===== config.mk =====
export PLATFORM = sky130hd
export DESIGN_NAME = keypad_emulator
export DESIGN_NICKNAME = d
export VERILOG_FILES = /design/src/rtl/keypad_emulator.sv
export SDC_FILE = /design/constraint.sdc
export NUM_CORES = 1
export LEC_CHECK = 0
export BUFFER_PORTS_ARGS = -buffer_cell sky130_fd_sc_hd__buf_2
export CAP_MARGIN = 20
export CORE_MARGIN = 2
export CORE_UTILIZATION = 43
export DETAILED_ROUTE_END_ITERATION = 10
export GPL_TIMING_DRIVEN = 0
export PLACE_DENSITY = 0.7
export SYNTH_ARGS = -nofsm -noshare
export SYNTH_HDL_FRONTEND = slang
export SYNTH_SLANG_ARGS = --single-unit

===== constraint.sdc =====
create_clock -name clk -period 2.4 [get_ports clk]
set_input_delay 0.12 -clock clk [delete_from_list [all_inputs] [get_ports clk]]
set_output_delay 0.12 -clock clk [all_outputs]
set_load 0.02 [all_outputs]

===== src/rtl/keypad_emulator.sv =====
// keypad_emulator
// Behavioural-but-synthesizable 3x4 matrix keypad. Sits on the far side of the
// door-lock scanner: the lock drives columnSel, this block answers on scanData
// the way a physical keypad would. Presses are accepted one at a time over a
// valid/ready handshake. Each press is played out as contact bounce, a clean
// hold, release bounce and a release gap. A press counter records how many
// presses reached the clean hold phase.
//
// Key geometry: row = code / 3, col = code % 3
//   code  0..2  -> keys 1 2 3   (row 0)
//   code  3..5  -> keys 4 5 6   (row 1)
//   code  6..8  -> keys 7 8 9   (row 2)
//   code  9..11 -> keys * 0 #   (row 3)
//   code 12..15 -> not a key; flagged on invalid, no contact, no count
//
// Timeline of one valid press accepted on edge T0 (first busy cycle follows T0):
//   BOUNCE_IN  : BOUNCE_CYCLES cycles, contact = 1,0,1,0,...
//   HOLD       : HOLD_CYCLES cycles,   contact = 1 (press_count bumps on entry)
//   BOUNCE_OUT : BOUNCE_CYCLES cycles, contact = 0,1,0,1,...
//   GAP        : GAP_CYCLES cycles,    contact = 0
// Phases with a zero length are skipped entirely.

module keypad_emulator #(
  parameter int HOLD_CYCLES   = 16,  // 1..65535
  parameter int GAP_CYCLES    = 16,  // 0..65535
  parameter int BOUNCE_CYCLES = 4    // 0..255, 0 disables bounce
) (
  input  logic       clk,
  input  logic       rst,
  input  logic [3:0] key_code,
  input  logic       key_valid,
  output logic       key_ready,
  input  logic [2:0] columnSel,
  output logic [3:0] scanData,
  output logic       busy,
  output logic       invalid,
  output logic [7:0] press_count
);

  // ---------------------------------------------------------------------------
  // Types and elaboration-time constants
  // ---------------------------------------------------------------------------
  typedef enum logic [2:0] {
    IDLE       = 3'd0,
    BOUNCE_IN  = 3'd1,
    HOLD       = 3'd2,
    BOUNCE_OUT = 3'd3,
    GAP        = 3'd4
  } state_t;

  // Terminal values of the per-phase cycle counter. A zero-length phase is
  // never entered, so its (wrapped) terminal value is never compared against.
  localparam logic [15:0] HOLD_LAST   = 16'(HOLD_CYCLES - 1);
  localparam logic [15:0] GAP_LAST    = 16'(GAP_CYCLES - 1);
  localparam logic [15:0] BOUNCE_LAST = 16'(BOUNCE_CYCLES - 1);

  localparam bit HAS_BOUNCE = (BOUNCE_CYCLES != 0);
  localparam bit HAS_GAP    = (GAP_CYCLES != 0);

  // Phase routing with zero-length phases folded out at elaboration time.
  localparam state_t AFTER_RELEASE = HAS_GAP    ? GAP        : IDLE;
  localparam state_t AFTER_HOLD    = HAS_BOUNCE ? BOUNCE_OUT : AFTER_RELEASE;
  localparam state_t PRESS_ENTRY   = HAS_BOUNCE ? BOUNCE_IN  : HOLD;

  localparam logic [3:0] FIRST_BAD_CODE = 4'd12;

  // ---------------------------------------------------------------------------
  // Signals
  // ---------------------------------------------------------------------------
  state_t      state_q, state_d;
  logic [15:0] cnt_q, cnt_d;          // cycle index k within the current phase

  logic        contact_q, contact_d;  // registered "switch closed" bit
  logic        ready_q, ready_d;      // registered IDLE decode
  logic        invalid_q, invalid_d;
  logic [7:0]  count_q;
  logic        hold_entry;
  logic [3:0]  cur_code_q;

  logic        accept;
  logic        code_ok;

  logic [1:0]  key_row;
  logic [1:0]  key_col;

  // A key is taken only while idle; key_valid at any other time is ignored.
  assign accept  = key_valid && ready_q;
  assign code_ok = (key_code < FIRST_BAD_CODE);

  // ---------------------------------------------------------------------------
  // FSM: state register
  // ---------------------------------------------------------------------------
  // Holds the current phase and the cycle index inside it.
  // NOTE: sequential state is written with <= so every flop samples the values
  // from before the edge; a blocking = here would let later statements see
  // already-updated state and turn a register chain into a wire.
  always_ff @(posedge clk or posedge rst) begin
    if (rst) begin
      state_q <= IDLE;
      cnt_q   <= '0;
    end else begin
      state_q <= state_d;
      cnt_q   <= cnt_d;
    end
  end

  // ---------------------------------------------------------------------------
  // FSM: next-state logic
  // ---------------------------------------------------------------------------
  // Advances the phase when the cycle index reaches the phase's last cycle.
  // NOTE: every variable assigned in a combinational block gets a default at
  // the top; a path that leaves one unassigned would infer a latch.
  always_comb begin
    state_d = state_q;
    cnt_d   = cnt_q + 16'd1;
    case (state_q)
      IDLE: begin
        cnt_d = '0;
        if (accept) begin
          // An out-of-range code skips the contact phases and only waits out
          // the release gap (or nothing at all when there is no gap).
          state_d = code_ok ? PRESS_ENTRY : AFTER_RELEASE;
        end
      end
      BOUNCE_IN: begin
        if (cnt_q == BOUNCE_LAST) begin
          state_d = HOLD;
          cnt_d   = '0;
        end
      end
      HOLD: begin
        if (cnt_q == HOLD_LAST) begin
          state_d = AFTER_HOLD;
          cnt_d   = '0;
        end
      end
      BOUNCE_OUT: begin
        if (cnt_q == BOUNCE_LAST) begin
          state_d = AFTER_RELEASE;
          cnt_d   = '0;
        end
      end
      GAP: begin
        if (cnt_q == GAP_LAST) begin
          state_d = IDLE;
          cnt_d   = '0;
        end
      end
      default: begin
        state_d = IDLE;
        cnt_d   = '0;
      end
    endcase
  end

  // ---------------------------------------------------------------------------
  // FSM: output decode
  // ---------------------------------------------------------------------------
  // Decodes the upcoming phase so that the registered outputs line up with the
  // state they describe (contact for k=0 is visible in the first busy cycle).
  always_comb begin
    contact_d  = 1'b0;
    ready_d    = (state_d == IDLE);
    invalid_d  = accept && !code_ok;
    hold_entry = (state_d == HOLD) && (state_q != HOLD);
    case (state_d)
      BOUNCE_IN:  contact_d = ~cnt_d[0];  // closed on even k
      HOLD:       contact_d = 1'b1;
      BOUNCE_OUT: contact_d = cnt_d[0];   // closed on odd k
      default:    contact_d = 1'b0;
    endcase
  end

  // ---------------------------------------------------------------------------
  // Registered outputs and press bookkeeping
  // ---------------------------------------------------------------------------
  // Keeps contact, ready, invalid and the press counter glitch-free.
  // NOTE: every flop here, counters and the latched code included, is cleared
  // by reset so an abandoned press leaves nothing behind to replay.
  always_ff @(posedge clk or posedge rst) begin
    if (rst) begin
      contact_q  <= 1'b0;
      ready_q    <= 1'b1;
      invalid_q  <= 1'b0;
      count_q    <= '0;
      cur_code_q <= '0;
    end else begin
      contact_q <= contact_d;
      ready_q   <= ready_d;
      invalid_q <= invalid_d;
      if (hold_entry) begin
        count_q <= count_q + 8'd1;  // natural 8-bit wrap 255 -> 0
      end
      if (accept) begin
        cur_code_q <= key_code;
      end
    end
  end

  // ---------------------------------------------------------------------------
  // Key geometry
  // ---------------------------------------------------------------------------
  // Maps the latched code onto its matrix row and column.
  always_comb begin
    key_row = 2'd0;
    key_col = 2'd0;
    case (cur_code_q)
      4'd0:    begin key_row = 2'd0; key_col = 2'd0; end
      4'd1:    begin key_row = 2'd0; key_col = 2'd1; end
      4'd2:    begin key_row = 2'd0; key_col = 2'd2; end
      4'd3:    begin key_row = 2'd1; key_col = 2'd0; end
      4'd4:    begin key_row = 2'd1; key_col = 2'd1; end
      4'd5:    begin key_row = 2'd1; key_col = 2'd2; end
      4'd6:    begin key_row = 2'd2; key_col = 2'd0; end
      4'd7:    begin key_row = 2'd2; key_col = 2'd1; end
      4'd8:    begin key_row = 2'd2; key_col = 2'd2; end
      4'd9:    begin key_row = 2'd3; key_col = 2'd0; end
      4'd10:   begin key_row = 2'd3; key_col = 2'd1; end
      4'd11:   begin key_row = 2'd3; key_col = 2'd2; end
      // Codes 12..15 never close the contact, so their geometry is moot.
      default: begin key_row = 2'd0; key_col = 2'd0; end
    endcase
  end

  // ---------------------------------------------------------------------------
  // Row sense
  // ---------------------------------------------------------------------------
  // Zero-latency answer to the column drive: only the pressed key's row lights,
  // and only while its column is driven. Other column bits are don't-care.
  always_comb begin
    scanData = '0;
    if (contact_q && columnSel[key_col]) begin
      scanData[key_row] = 1'b1;
    end
  end

  assign key_ready   = ready_q;
  assign busy        = ~ready_q;
  assign invalid     = invalid_q;
  assign press_count = count_q;

endmodule

* After elaboration in Yosys (flattened, before gate mapping)
Memories as Yosys holds them, arrays and structs flattened.
Index checks and enable logic that the tools add are counted.
Widths: inputs -> output; s select.
** Operators by class
- Add/subtract/negate cells :: 2
- Order comparisons :: 4
- Eq/ne operators :: 10
- Mux-type cells :: 16
- Bitwise operators :: 2
- Reduce and logical (&&, ||, !) cells :: 10
** Operator list (number)
- $mux 16 :: 2
- $pmux 16 s2 :: 1
- $mux 3 :: 6
- $add 16x1->16 const B :: 1
- $eq 16x2->1 const B :: 1
- $eq 16x4->1 const B :: 1
- $pmux 3 s5 :: 1
- $eq 3x2->1 const B :: 4
- $add 8x1->8 const B :: 1
- $eq 3x1->1 const B :: 2
- $logic_not 3->1 :: 2
- $lt 2x3->1 const B :: 2
- $logic_and 1x1->1 :: 5
- $lt 4x4->1 const B :: 1
- $mux 4 :: 1
- $reduce_or 2->1 :: 2
- $eq 3x3->1 const B :: 1
- $ne 3x2->1 const B :: 1
- $pmux 1 s3 :: 1
- $bmux 1 s2 :: 1
- $demux 1 s2 :: 1
- $ge 2x1->1 const B :: 1
- $mux 1 :: 2
- $not 1->1 :: 2
- $logic_not 1->1 :: 1
** Word-level totals
- Flip-flop bits (word level) :: 34
- ROM bits :: 64
- Input bits :: 10
- Output and inout port bits :: 15
- Word-level logic and storage cells :: 52
- Memories kept :: 1
** Memory list
- (name not given) :: depth 16, bits a word 4, read ports 1, clocked after Yosys merged registers in 0, wr ports 0, line 207 : case (cur_code_q)

* Logic depth before layout (Yosys ltp)
- Depth in word-level cells :: 6
- Mapped depth :: 7
- Gate-level depth less buffers :: 7

* Worst setup path after synthesis
Ideal clock, no wire load.
- Path type :: reg2out
- From :: reg cur_code_q[1]
- To :: out scanData[0]
- Data arrival time :: 2.013 ns
- Data required time :: 2.280 ns
- Slack :: 0.267 ns
- Cell stages (with the launch flop) :: 8
- Path buffers :: 0
- Cell sequence :: dfrtp_1 > inv_1 > ha_1 > mux2_1 > o21ai_1 > mux2i_1 > mux2_2 > nor3b_1
** On the way
- Longest elaborated chain between the ends :: 6
- Elaborated cells between the ends (all ways) :: 10
- Classes of those cells :: 2 x order compare; 5 x mux; 2 x reduce/logical; 1 x memory
** Ends and longest elaborated chain
- start, declared :: line 78 : logic [3:0] cur_code_q;
- start signal, assigned :: line 195 : cur_code_q <= key_code;
- $mem_v2 16x4 (*)
- $lt 2x3->1 (implied by the code) or $ge 2x1->1 (tied branches) :: line 233 : scanData[key_row] = 1'b1;
- $logic_and 1x1->1 (implied by the code) :: line 233
- $mux 1 (implied by the code) :: line 233
- $demux 1 s2 :: line 233
- $mux 4 (*) :: line 232 : if (contact_q && columnSel[key_col]) begin
- end, declared :: line 34 : output logic [3:0] scanData,
Mark *: on every way between the ends. The rest lies on a longest branch, timed or not. The select of a mux whose other input is x is not followed.

* Worst setup path in the final report
- From :: reg cur_code_q[0]
- To :: out scanData[1]
Same word-level chain as after synthesis.

==> flow_summary.ini <==
[grt]
top_usage_layer = met2
grt_max_degree = 19
grt_usage = 0.156
grt-ovfl-total = 0
gr-usage-met2 = 0.261
grt.met3_usage = 0.0462
antenna_found_initial = 0
grt_pass1_vias = 1345
met1_usage = 0.190
grt_pass1_wl_um = 6060

[drt]
routed_wirelength_um = 3540
vias_per_cell = 5.12
num_vias = 1373
drt_iter0_markers = 42
drc = 0
ant_nets = 0
post_drt_wl_per_cell_um = 13.2
dr.pass1.iters = 4

[clocking]
clk_pin_slew_ps = 80
cts_buffers = 5
clock_latency_ps = 300
cts_max_path_buffers = 2
cts.htree.levels = 2
cts_sinks = 34
tritoncts = yes
cts-root-buf = clkbuf_8

[timing]
period_needed_ps = 2290
final-max-slew-violation-count = 0
max_freq_mhz = 436
relSlewSlack = 0.512
final-hold-violation-count = 0
tightestPinTransition_ps = 730
rsz0062_at_grt = true
fin_skew_ps = 7.69
setup_viol = 0
setup_tns_ps = 0
finalCritPeriodShare = 0.955

[power]
power_w = 0.00235
p_leak_nw = 1.06
powerDensity_nw_per_um2 = 1010
peakVddDrop_mv = 0.555

[synth]
avgSynthCellArea_um2 = 10.5
ys_top_cells_by_area = dfrtp_1 (43%), xnor2_1 (6.5%), xor2_1 (4.1%)
ys_ff_latch = 34
synth-async-reset-ratio = 1.00
yosys.area.top_type = dfrtp_1
ys_types = 39
synth_top_area_share = 0.434
synth_nets = 197
synth-seq-area-share = 0.448
synth_commonest_cells = dfrtp_1 (33), nor2_1 (20), nand2_1 (19)
ys_warn_count = 0
synth_edf_count = 0
synthFlopType = dfrtp_1
yosysMostFrequentCell = dfrtp_1
synth_area_um2 = 1900
synthCells = 181

[critical_path]
crit_fanout = 4
end_kind = output port
cp-start-kind = flop
max_stage_delay_ps = 410
cp_cell_sequence = inv_2 > ha_2 > mux2_4 > o21ai_4 > mux2i_1 > mux2_4 > nor4b_4 > buf_4
crit_buf_inv = 2
arrival_ps = 2170
cp_top_family = multiplexers
cpMostUsedCell = mux2_4
cp_slowest_cell = dfrtp_1
required_ps = 2280
crit_type = reg2out

[floorplanning]
die_area_um2 = 4970
start_util = 0.443
die_h_um = 70.5
core_area_um2 = 4290
ioPinCount = 25
die_w_um = 70.5
rows = 24

[place]
post_dp_cell_area_um2 = 2110
dp.cells = 258
portBuffers = 24
finalWeightedCongestion = 0.829
hpwl_um = 2520

[hold_path]
hold_class = in2reg

[run]
cap_violations = 0

[final_layout]
drive_above_1_share = 0.329
design_area_um2 = 2330
antenna_cells = 0
stdcell_count = 268
areaGrowthSynthToFinish_pct = 22.4
layout.nets = 231

[status]
outcome = finished, final reports clean
==> worst paths after layout <==
| check | start | endpoint | slack [ps] | cells after the start |
|---|---|---|---|---|
| min in group asynchronous | rst | press_count[6] | 500 | 3 |
| hold reg to reg | press_count[7] | press_count[7] | 490 | 1 |
| setup / recovery | cur_code_q[0] | scanData[1] | 110 | 8 |
| max in group asynchronous | rst | key_ready | 1270 | 4 |
| setup reg to reg | cnt_q[0] | press_count[1] | 480 | 5 |
| hold / removal | key_code[1] | cur_code_q[1] | 50 | 2 |
==> worst register-to-register path: cells and delay by family, from the launching register on <==
family	cells	cell delay [ps]
fa+ha+maj	1	270
flops	1	410
mux	1	370
simple gates	3	750
==> power by group <==
part	internal, W	switching, W
clock	0.000416	0.000223
sequential	0.000681	0.0000832
combinational	0.000419	0.000530
total	0.00152	0.000837
==> flip-flops by register name, summed over array words and instances, names as in the netlist <==
| register | count |
|---|---|
| cur_code_q | 4 |
| state_q | 3 |
| press_count | 8 |
| contact_q | 1 |
| invalid | 1 |
| key_ready | 1 |
| cnt_q | 16 |
==> layer usage <==
metal	share of wire	routed length [µm]	vias up
met1	0.46	1630	654
li1	-	-	694
met3	0.040	140	6
met5	0	0	-
met2	0.48	1710	19
met4	0.016	55	0
==> through the flow <==
stage | util | hold slack, ps | worst slack (ps)
after floorplan | - | 261 | 267
after global placement | 0.486 | 357 | 289
after detailed placement | 0.492 | 278 | 234
after CTS | 0.530 | 46.1 | 19.8
after global routing | 0.542 | 46.7 | -13.7
final | 0.542 | 51.7 | 108
==> cell type report <==
class                           count  area, µm²
Multi-Input combinational cell    133       1030
Clock buffer                        5       68.8
Timing Repair Buffer               27        174
Fill cell                         394       1970
Inverter                            7       26.3
Sequential cell                    34        852
Buffer                              7       37.5
Clock inverter                      3       68.8
Tap cell                           52       65.1
==> what timing repair did <==
item	CTS	global route
resized for setup	3	14
endpoints found under the setup margin	3	3
endpoints found under the hold margin	16	0
hold buffers	1	0
buffers inserted	1	0
pin swaps	2	2
==> cell usage in the layout, fill, tap and decap left out, types with 6 or more instances in the layout <==
master,count
buf_2,28
dfrtp_1,33
nand2_1,19
nand3_1,6
nor2_1,20
nor3_1,6
xnor2_1,14
xor2_1,9
==> cells by family after synthesis <==
logic type,after synthesis,synth area share
xor+xnor,23,0.106
simple gates,80,0.259
compound gates,15,0.0619
buf+inv,14,0.0336
fa+ha+maj,6,0.0395
flops,34,0.448
mux,9,0.0520
No activity file was read; power rests on OpenSTA's default activity.
